`config.mk`:
```
export PLATFORM = sky130hd
export DESIGN_NAME = decode_regfile_hilo
export DESIGN_NICKNAME = d
export VERILOG_FILES = /design/src/rtl/decode_regfile_hilo_pkg.sv /design/src/rtl/decode_regfile_hilo_hilo_ctrl.sv /design/src/rtl/decode_regfile_hilo.sv
export SDC_FILE = /design/constraint.sdc
export NUM_CORES = 2
export LEC_CHECK = 0
export BUFFER_PORTS_ARGS = -buffer_cell sky130_fd_sc_hd__buf_2
export CAP_MARGIN = 10
export CORE_ASPECT_RATIO = 1.1
export CORE_MARGIN = 2
export CORE_UTILIZATION = 55
export CTS_CLUSTER_DIAMETER = 80
export DETAILED_ROUTE_END_ITERATION = 10
export GPL_ROUTABILITY_DRIVEN = 0
export MAX_ROUTING_LAYER = met4
export PLACE_DENSITY = 0.81
export SLEW_MARGIN = 20
export SYNTH_ARGS = -nofsm -noshare
export SYNTH_HDL_FRONTEND = slang
export SYNTH_SLANG_ARGS = --single-unit
```
`constraint.sdc`:
```
create_clock -name clock -period 4.35 [get_ports clock]
set_clock_uncertainty 0.2 [all_clocks]
set_input_delay 0.87 -clock clock [delete_from_list [all_inputs] [get_ports clock]]
set_output_delay 0.87 -clock clock [all_outputs]
set_load 0.03 [all_outputs]
```
`src/rtl/decode_regfile_hilo_pkg.sv`:
```
// Shared decode constants and helpers for the decode-stage register file
// and its HI/LO unit.
package decode_regfile_hilo_pkg;

  // Primary opcodes used by immediate extension and R-type decode
  localparam logic [5:0] OP_SPECIAL = 6'h00;
  localparam logic [5:0] OP_ANDI    = 6'h0C;
  localparam logic [5:0] OP_ORI     = 6'h0D;
  localparam logic [5:0] OP_XORI    = 6'h0E;

  // SPECIAL funct codes touching HI/LO
  localparam logic [5:0] FN_MFHI  = 6'h10;
  localparam logic [5:0] FN_MTHI  = 6'h11;
  localparam logic [5:0] FN_MFLO  = 6'h12;
  localparam logic [5:0] FN_MTLO  = 6'h13;
  localparam logic [5:0] FN_MULT  = 6'h18;
  localparam logic [5:0] FN_MULTU = 6'h19;
  localparam logic [5:0] FN_DIV   = 6'h1A;
  localparam logic [5:0] FN_DIVU  = 6'h1B;

  // Mult/div tracking state: BUSY means a result is still owed to HI/LO
  typedef enum logic {
    MD_IDLE = 1'b0,
    MD_BUSY = 1'b1
  } md_state_t;

  // One-hot-ish flags for the HI/LO related instruction classes
  typedef struct packed {
    logic mfhi;
    logic mflo;
    logic mthi;
    logic mtlo;
    logic md;
  } hilo_op_t;

  // Classify an instruction by its HI/LO involvement
  function automatic hilo_op_t decode_hilo(input logic [5:0] opcode,
                                           input logic [5:0] funct);
    hilo_op_t op;
    logic     special;
    special = (opcode == OP_SPECIAL);
    op.mfhi = special && (funct == FN_MFHI);
    op.mflo = special && (funct == FN_MFLO);
    op.mthi = special && (funct == FN_MTHI);
    op.mtlo = special && (funct == FN_MTLO);
    op.md   = special && (funct == FN_MULT || funct == FN_MULTU ||
                          funct == FN_DIV  || funct == FN_DIVU);
    return op;
  endfunction

  // Logical immediates are zero-extended; everything else sign-extends
  function automatic logic is_zero_ext(input logic [5:0] opcode);
    return (opcode == OP_ANDI) || (opcode == OP_ORI) || (opcode == OP_XORI);
  endfunction

endpackage

```
`src/rtl/decode_regfile_hilo_hilo_ctrl.sv`:
```
// HI/LO unit: holds HI and LO, tracks the outstanding mult/div, generates
// the issue pulse and stall, forwards a just-arrived result to mf* readers
// and flags unexpected completions.
//
// Handshake with the mult/div unit: md_issue is a single-cycle start pulse,
// asserted only for a valid, unstalled mult/div. The unit answers later with
// a single-cycle md_done carrying md_hi/md_lo. Only one operation may be in
// flight; a done pulse with nothing in flight is dropped and latches md_err.
module hilo_ctrl
  import decode_regfile_hilo_pkg::*;
#(
  parameter int DATA_W = 32
) (
  input  logic              clock,
  input  logic              reset,
  input  logic              instr_valid,
  input  hilo_op_t          op,
  input  logic [DATA_W-1:0] rs_value,
  input  logic              md_done,
  input  logic [DATA_W-1:0] md_hi,
  input  logic [DATA_W-1:0] md_lo,
  output logic [DATA_W-1:0] hi_value,
  output logic [DATA_W-1:0] lo_value,
  output logic              stall,
  output logic              md_issue,
  output logic              md_err,
  output md_state_t         md_state
);

  md_state_t         state_q;
  md_state_t         state_d;
  logic              pending;
  logic              md_accept;
  logic              hilo_user;
  logic              mthi_en;
  logic              mtlo_en;
  logic [DATA_W-1:0] hi_q;
  logic [DATA_W-1:0] lo_q;

  assign pending   = (state_q == MD_BUSY);
  assign md_accept = md_done & pending;
  assign hilo_user = op.mfhi | op.mflo | op.mthi | op.mtlo | op.md;
  assign mthi_en   = instr_valid & op.mthi & ~stall;
  assign mtlo_en   = instr_valid & op.mtlo & ~stall;
  assign md_state  = state_q;

  // A result arriving this cycle is visible to mf* immediately
  assign hi_value = md_accept ? md_hi : hi_q;
  assign lo_value = md_accept ? md_lo : lo_q;

  // Mult/div tracking state register
  always_ff @(posedge clock or negedge reset) begin
    if (!reset) state_q <= MD_IDLE;
    else        state_q <= state_d;
  end

  // Stall, issue and next tracking state; a new issue outranks completion
  always_comb begin
    state_d  = state_q;
    stall    = 1'b0;
    md_issue = 1'b0;
    stall    = instr_valid & pending & ~md_done & hilo_user;
    md_issue = reset & instr_valid & op.md & ~stall;
    if (md_issue)       state_d = MD_BUSY;
    else if (md_accept) state_d = MD_IDLE;
  end

  // HI/LO update: an mt* in the done cycle is younger than the result, so it wins
  always_ff @(posedge clock or negedge reset) begin
    if (!reset) begin
      hi_q <= '0;
      lo_q <= '0;
    end else begin
      if (md_accept) begin
        hi_q <= md_hi;
        lo_q <= md_lo;
      end
      if (mthi_en) hi_q <= rs_value;
      if (mtlo_en) lo_q <= rs_value;
    end
  end

  // Sticky error for a completion nobody asked for
  always_ff @(posedge clock or negedge reset) begin
    if (!reset)                   md_err <= 1'b0;
    else if (md_done && !pending) md_err <= 1'b1;
  end

endmodule

```
`src/rtl/decode_regfile_hilo.sv`:
```
// Decode-stage register file: instruction field decode, writeback mux,
// write-through read ports, immediate extension and the HI/LO unit.
module decode_regfile_hilo
  import decode_regfile_hilo_pkg::*;
#(
  parameter int DATA_W = 32,
  parameter int ADDR_W = 5
) (
  input  logic              clock,
  input  logic              reset,
  input  logic              instr_valid,
  input  logic [31:0]       instruction,
  input  logic              RegWrite,
  input  logic              MemtoReg,
  input  logic              RegDst,
  input  logic              Jal,
  input  logic [DATA_W-1:0] mem_data,
  input  logic [DATA_W-1:0] ALU_result,
  input  logic [DATA_W-1:0] opcplus4,
  input  logic              md_done,
  input  logic [DATA_W-1:0] md_hi,
  input  logic [DATA_W-1:0] md_lo,
  output logic [DATA_W-1:0] read_data_1,
  output logic [DATA_W-1:0] read_data_2,
  output logic [DATA_W-1:0] Sign_extend,
  output logic              md_issue,
  output logic              stall,
  output logic              md_err,
  output md_state_t         md_state
);

  localparam int                NUM_REGS = 2 ** ADDR_W;
  localparam logic [ADDR_W-1:0] RA_ADDR  = ADDR_W'(NUM_REGS - 1);

  logic [5:0]        opcode;
  logic [5:0]        funct;
  logic [15:0]       imm;
  logic [ADDR_W-1:0] rs_a;
  logic [ADDR_W-1:0] rt_a;
  logic [ADDR_W-1:0] rd_a;
  hilo_op_t          op;
  logic              unused_shamt;

  logic              wen;
  logic [ADDR_W-1:0] waddr;
  logic [DATA_W-1:0] wdata;
  logic [DATA_W-1:0] hi_value;
  logic [DATA_W-1:0] lo_value;

  logic [DATA_W-1:0] regs [NUM_REGS];

  assign opcode       = instruction[31:26];
  assign funct        = instruction[5:0];
  assign imm          = instruction[15:0];
  assign rs_a         = ADDR_W'(instruction[25:21]);
  assign rt_a         = ADDR_W'(instruction[20:16]);
  assign rd_a         = ADDR_W'(instruction[15:11]);
  assign op           = decode_hilo(opcode, funct);
  assign unused_shamt = ^instruction[10:6];

  // Immediate extension
  always_comb begin
    Sign_extend = {{(DATA_W-16){imm[15]}}, imm};
    if (is_zero_ext(opcode)) Sign_extend = {{(DATA_W-16){1'b0}}, imm};
  end

  // Writeback select: mf* moves take over the port, else Jal > MemtoReg > ALU
  always_comb begin
    wen   = 1'b0;
    waddr = '0;
    wdata = '0;
    if (op.mfhi || op.mflo) begin
      waddr = rd_a;
      wdata = op.mfhi ? hi_value : lo_value;
      wen   = reset & instr_valid & ~stall & (rd_a != '0);
    end else begin
      waddr = Jal ? RA_ADDR : (RegDst ? rd_a : rt_a);
      wdata = Jal ? opcplus4 : (MemtoReg ? mem_data : ALU_result);
      wen   = reset & instr_valid & RegWrite & ~stall & (waddr != '0);
    end
  end

  // Register storage; reg0 is never targeted because wen excludes address 0
  always_ff @(posedge clock or negedge reset) begin
    if (!reset) begin
      for (int i = 0; i < NUM_REGS; i++) regs[i] <= '0;
    end else if (wen) begin
      regs[waddr] <= wdata;
    end
  end

  // Read ports with write-through of the data being written this cycle
  always_comb begin
    read_data_1 = '0;
    read_data_2 = '0;
    if (rs_a != '0) read_data_1 = (wen && waddr == rs_a) ? wdata : regs[rs_a];
    if (rt_a != '0) read_data_2 = (wen && waddr == rt_a) ? wdata : regs[rt_a];
  end

  hilo_ctrl #(
    .DATA_W (DATA_W)
  ) u_hilo (
    .clock       (clock),
    .reset       (reset),
    .instr_valid (instr_valid),
    .op          (op),
    .rs_value    (read_data_1),
    .md_done     (md_done),
    .md_hi       (md_hi),
    .md_lo       (md_lo),
    .hi_value    (hi_value),
    .lo_value    (lo_value),
    .stall       (stall),
    .md_issue    (md_issue),
    .md_err      (md_err),
    .md_state    (md_state)
  );

endmodule
```
======== Word level (Yosys, flattened, before mapping) ========
Index checks and enable logic that the tools add are counted.
word-level totals
  register bits after elaboration ......... 1,090
  output and inout bits ................... 100
  word-level logic and storage cells ...... 128
operators by class
  $lt $le $gt $ge ......................... 4
  equality and inequality tests ........... 13
  multiplexer cells ....................... 28
  bitwise logic cells ..................... 25
  reductions and logical operators ........ 22
operators by type and width
  operator                                                     number
  bitwise mux 1024 bit                                         1
  two-way mux 32 bit                                           18
  binary-select mux 32 bit (select 5 bit)                      2
  demux 32 bit (select 5 bit)                                  1
  equality test 6 x 5 -> 1 bit (second input constant)         8
  nonzero test 5 bit                                           4
  equality test 6 x 4 -> 1 bit (second input constant)         3
  greater-or-equal comparator 6 bit (second input constant)    3
  inverter 5 -> 6 bit                                          3
  bitwise AND 1 bit                                            16
  two-way mux 5 bit                                            3
  equality test 5 bit                                          2
  logical AND 1 bit                                            9
  logical NOT 6 bit                                            1
  logical OR 1 bit                                             6
  less-than comparator 6 x 1 -> 1 bit (second input constant)  1
  bitwise OR 1 bit                                             4
  two-way mux 1 bit                                            3
  inverter 1 bit                                               2
  nonzero test 2 bit                                           1
  logical NOT 1 bit                                            1

======== Logic depth before layout (Yosys ltp) ========
  word-level depth ........................ 15
  mapped depth ............................ 12
  gate-level depth less buffers ........... 7

======== Cells and area by module ========
A second synthesis with hierarchy kept.
second synthesis, totals
  cells, all modules ...................... 3,920
  area, all modules ....................... 60,337.9 um^2
by module, submodules not included
  module               instances  cells each  area each (um^2)  sequential area each (um^2)
  decode_regfile_hilo  1          3,700       56,847.0          25,624.6
  hilo_ctrl            1          220         3,490.8           1,651.6

======== Worst setup path after synthesis ========
No wires, ideal clock.
  path kind ............................... input-to-output
  start point ............................. input instruction[28]
  end point ............................... output read_data_1[0]
  arrival ................................. 3,939 ps
  slack ................................... -659 ps
  stages on the path ...................... 11
  buffers on the path ..................... 4
  path through ............................ or4_1 buf_2 nor4_1 clkbuf_1 nor4_1 or3_1 and4_1 clkbuf_1 nand3_1 buf_2 mux2i_1
on the way
  word-level cells in the longest chain between the ends .. 14
RTL lines
  item                                                      line                                                          RTL
  from (decl)                                               decode_regfile_hilo.sv:12                                     input logic [31:0] instruction,
  logical NOT 6 bit (*)                                     decode_regfile_hilo_pkg.sv:41                                 special = (opcode == OP_SPECIAL);
  logical AND 1 bit, on equally long branches               decode_regfile_hilo_pkg.sv:42, decode_regfile_hilo_pkg.sv:43
  bitwise OR 1 bit (4 in a row)                             decode_regfile_hilo_hilo_ctrl.sv:42                           assign hilo_user = op.mfhi | op.mflo | op.mthi | op.mtlo | op.md;
  bitwise AND 1 bit                                         decode_regfile_hilo_hilo_ctrl.sv:62                           stall = instr_valid & pending & ~md_done & hilo_user;
  inverter 1 bit                                            decode_regfile_hilo.sv:75, decode_regfile_hilo.sv:79
  bitwise AND 1 bit, on equally long branches (2 in a row)  decode_regfile_hilo.sv:79, decode_regfile_hilo.sv:75
  two-way mux 1 bit                                         decode_regfile_hilo.sv:72                                     if (op.mfhi || op.mflo) begin
  logical AND 1 bit                                         decode_regfile_hilo.sv:96                                     if (rs_a != '0) read_data_1 = (wen && waddr == rs_a) ? wdata : regs[rs_a];
  two-way mux 32 bit (*) (2 in a row)                       decode_regfile_hilo.sv:96
  to (decl)                                                 decode_regfile_hilo.sv:23                                     output logic [DATA_W-1:0] read_data_1,
Mark *: on every way between the ends. The rest lies on a longest branch, timed or not.

======== Final worst setup path ========
  start point ............................. input instruction[29]
  end point ............................... output read_data_2[31]
on the way
  word-level cells in the longest chain between the ends .. 14
RTL lines
  item                                                      line                                                          RTL
  logical NOT 6 bit (*)                                     decode_regfile_hilo_pkg.sv:41
  logical AND 1 bit, on equally long branches               decode_regfile_hilo_pkg.sv:42, decode_regfile_hilo_pkg.sv:43
  bitwise OR 1 bit (4 in a row)                             decode_regfile_hilo_hilo_ctrl.sv:42
  bitwise AND 1 bit                                         decode_regfile_hilo_hilo_ctrl.sv:62
  inverter 1 bit                                            decode_regfile_hilo.sv:75, decode_regfile_hilo.sv:79
  bitwise AND 1 bit, on equally long branches (2 in a row)  decode_regfile_hilo.sv:79, decode_regfile_hilo.sv:75
  two-way mux 1 bit                                         decode_regfile_hilo.sv:72
  logical AND 1 bit                                         decode_regfile_hilo.sv:97                                     if (rt_a != '0) read_data_2 = (wen && waddr == rt_a) ? wdata : regs[rt_a];
  two-way mux 32 bit (*) (2 in a row)                       decode_regfile_hilo.sv:97
  to (decl)                                                 decode_regfile_hilo.sv:24                                     output logic [DATA_W-1:0] read_data_2,
Marks and branches as above.

==> flow_summary.ini <==
[drt]
drtPass1Iterations = 9
drc = 0
drt_wl_total_um = 209000
postRouteAntennaNets = 0
post_drt_wl_per_cell_um = 30.2
post_drt_via_cell_ratio = 7.19
drtIter0Drc = 7281
vias = 49750

[cts]
clock_path_buffers = 3
clock_sinks = 1090
h-tree-depth = 3
cts_tree = yes
cts_buffers = 109
path_clk_slew_ns = 0.07
clk_root_buffer_cell = clkbuf_16
clkLatencyLatePin_ns = 0.71

[synthesis]
seq_area_frac_synth = 0.447
synth_flop_cell = dfrtp_1
async_reset_ff_frac = 1.00
synthesis.nets = 5303
synth.cell_area_mm2 = 0.0611
synth_cell_type_count = 62
synthCells = 5103
synth_seq_cells = 1090
synth-edff-count = 0
synth_area_per_cell_um2 = 12.0
yosys_warnings = 0

[outcome]
status = finished with violations
violations = hold timing, setup timing

[worst_setup_path]
worstPathArrival_ns = 3.75
slowest_stage = or4_4
cpPeakStageDelay_ns = 0.62
crit_family = simple AND/OR/NAND/NOR gates
crit_chain = buf_6 -> or4_4 -> or4_4 -> a211o_1 -> nor3_2 -> nand4_1 -> buf_6 -> buf_12 -> clkbuf_16 -> mux2i_2 -> buf_4
r2r_setup_slack_ns = 1.03
path_class = in2out
required_ns = 3.28
endpoint_kind = primary output
setup.worst_path.start_class = input pin
path_buf_inv = 5
crit_cells = 11
timing.reg2reg.worst_path_depth = 10
crit_fanout = 7

[sta]
grt_setup_unrepaired = yes
finalCritPeriodShare = 1.11
timing_hold_violations_final = 1
relSlewSlack = 0.300
layout_setup_ws_ns = -0.470
min_period_ns = 4.82
max_freq_mhz = 207
worst_pin_slew_ns = 1.05
slew_viol_final = 0
setup_viol = 64
hold-worst-slack_ns = -0.0124

[die]
die_x_um = 322
initial_core_util = 0.553
dieArea_mm2 = 0.114
ioPinCount = 300
core_area_mm2 = 0.111
rows = 128
fp.dieH_um = 354

[worst_hold_path]
hold_class = in2async

[power]
leakage_nw = 32.3
finalPower_mw = 27.0
peakVddDrop_mv = 0.401
power_density_mw_per_mm2 = 370

[grt]
grt_pass1_vias = 51691
gr-total-overflow = 0
antenna_found_initial = 9
grt_pass1_wl_um = 315000
track_usage = 0.379
grt_start_max_net_pins = 182

[final_layout]
multi_input_area_mm2 = 0.0323
finalNetCount = 5599
layout.cells.non_filler = 6922
regArea_mm2 = 0.0273
final_area_mm2 = 0.0729
num-fill-cells = 7202
area_growth_pct = 19.3
drive_gt1_frac = 0.385

[placed_design]
pre_cts_slack_ns = -0.669
portBuffers = 289
dp.cells = 6698
dp_hpwl_um = 132000
place_area_mm2 = 0.0684

[run]
drv_cap = 0
-- cells by family after synthesis --
group / count (synthesis) / synth area share
AND/OR/NAND/NOR: 1193 / 0.0877
multiplexers: 1155 / 0.320
flip-flops: 1090 / 0.447
AO/OA/AOI/OAI: 1064 / 0.102
buffers and inverters: 597 / 0.0432
XOR/XNOR: 4 / 0.000573
-- state kept, by name, summed over array words and instances, names as in the netlist --
register,cells
u_hilo.md_state,1
regs,1024
u_hilo.md_err,1
u_hilo.hi_q,32
u_hilo.lo_q,32
-- power breakdown --
| part | internal [mW] | leakage [nW] | switching [mW] |
|---|---|---|---|
| sequential | 11.1 | 14.8 | 0.774 |
| combinational | 2.52 | 15.6 | 2.79 |
| clock | 5.68 | 1.83 | 4.15 |
-- final cells by class --
type,instances,area share
Antenna cell,11,0.000378
Clock buffer,161,0.0451
Clock inverter,32,0.00553
Inverter,5,0.000257
Multi-Input combinational cell,3416,0.443
Sequential cell,1090,0.374
Tap cell,1430,0.0245
Timing Repair Buffer,777,0.107
-- worst reg2reg max path, stage by stage (launching register included) --
cell and delay (ns):
dfrtp_1 0.44, inv_1 0.14, o32ai_1 0.13, a21o_1 0.23
buf_4 0.17, a2111o_1 0.49, buf_4 0.26, nor4_4 0.32
buf_4 0.35, nor2_1 0.12, a21oi_1 0.34
-- synthesized netlist by cell type, types with 3 or more instances --
library cell | n | area share
nor4_1 | 6 | 0.00061
xnor2_1 | 4 | 0.00057
or4_1 | 7 | 0.00086
buf_2 | 38 | 0.0031
inv_1 | 3 | 0.00018
mux4_2 | 608 | 0.22
clkbuf_1 | 401 | 0.025
a21oi_2 | 112 | 0.016
a21o_1 | 37 | 0.0045
mux2_2 | 233 | 0.043
a21oi_1 | 378 | 0.031
o21ai_1 | 32 | 0.0026
o32ai_1 | 3 | 0.00043
nand3_1 | 71 | 0.0058
nor2_1 | 503 | 0.031
o21ai_0 | 386 | 0.032
mux2_1 | 56 | 0.010
or3_1 | 3 | 0.00031
nand4_1 | 75 | 0.0077
nor4_4 | 14 | 0.0049
mux2i_1 | 258 | 0.042
nor3_1 | 9 | 0.00074
buf_1 | 87 | 0.0053
buf_6 | 28 | 0.0052
a22oi_1 | 32 | 0.0039
nand2_1 | 400 | 0.025
o22a_1 | 62 | 0.0089
dfrtp_1 | 1090 | 0.45
o31ai_1 | 3 | 0.00037
nor2_2 | 51 | 0.0052
buf_4 | 38 | 0.0047
nand2b_1 | 33 | 0.0034
and4_1 | 5 | 0.00072
-- layer usage --
| layer | vias to the layer above | part of all wire | global-route usage | routed length (um) |
|---|---|---|---|---|
| li1 | 19536 | - | - | - |
| met1 | 24862 | 0.33 | 0.449 | 68800 |
| met2 | 4163 | 0.47 | 0.560 | 97300 |
| met3 | 1189 | 0.11 | 0.0914 | 23600 |
| met4 | 0 | 0.092 | 0.291 | 19100 |
| met5 | - | 0 | - | 0 |
-- layout by cell type, fill, tap and decap left out, types with 33 or more instances in the layout --
master	instances
dfrtp_1	1090
mux4_2	608
nor2_1	497
nand2_1	397
o21ai_0	382
a21oi_1	343
buf_4	314
mux2_2	233
buf_2	214
mux2i_1	194
buf_12	163
a21oi_2	146
clkbuf_16	114
nand4_1	75
buf_6	74
nand3_1	67
mux2i_4	63
o22a_1	62
mux2_1	56
nor2_2	51
a21o_1	37
o21ai_1	35
nand2b_1	33
-- final timing paths --
path                                   end       startpoint
max                        read_data_2[31]  instruction[29]
min reg2reg                      regs[998]        regs[998]
max reg2reg                      regs[298]  u_hilo.md_state
max in group asynchronous       regs[1005]            reset
min in group clock               regs[998]        regs[998]
min                               regs[77]            reset
-- through the flow --
stage               setup TNS [ns]   util
floorplan                   -14.85      -
global route                -27.21  0.660
CTS                         -22.21  0.657
detailed placement          -33.00  0.619
finish                      -25.15  0.660
global placement            -30.06  0.619
-- repair_timing --
item | CTS | global route
buffers inserted | 9 | 8
pin swaps | 5 | 12
endpoints found under the setup margin | 64 | 64
hold endpoints to repair | 16 | 0
hold buffers | 1 | 0
gates resized for setup | 128 | 43
cloned | 2 | 1
Note: power is estimated with default switching activity, not from simulation.
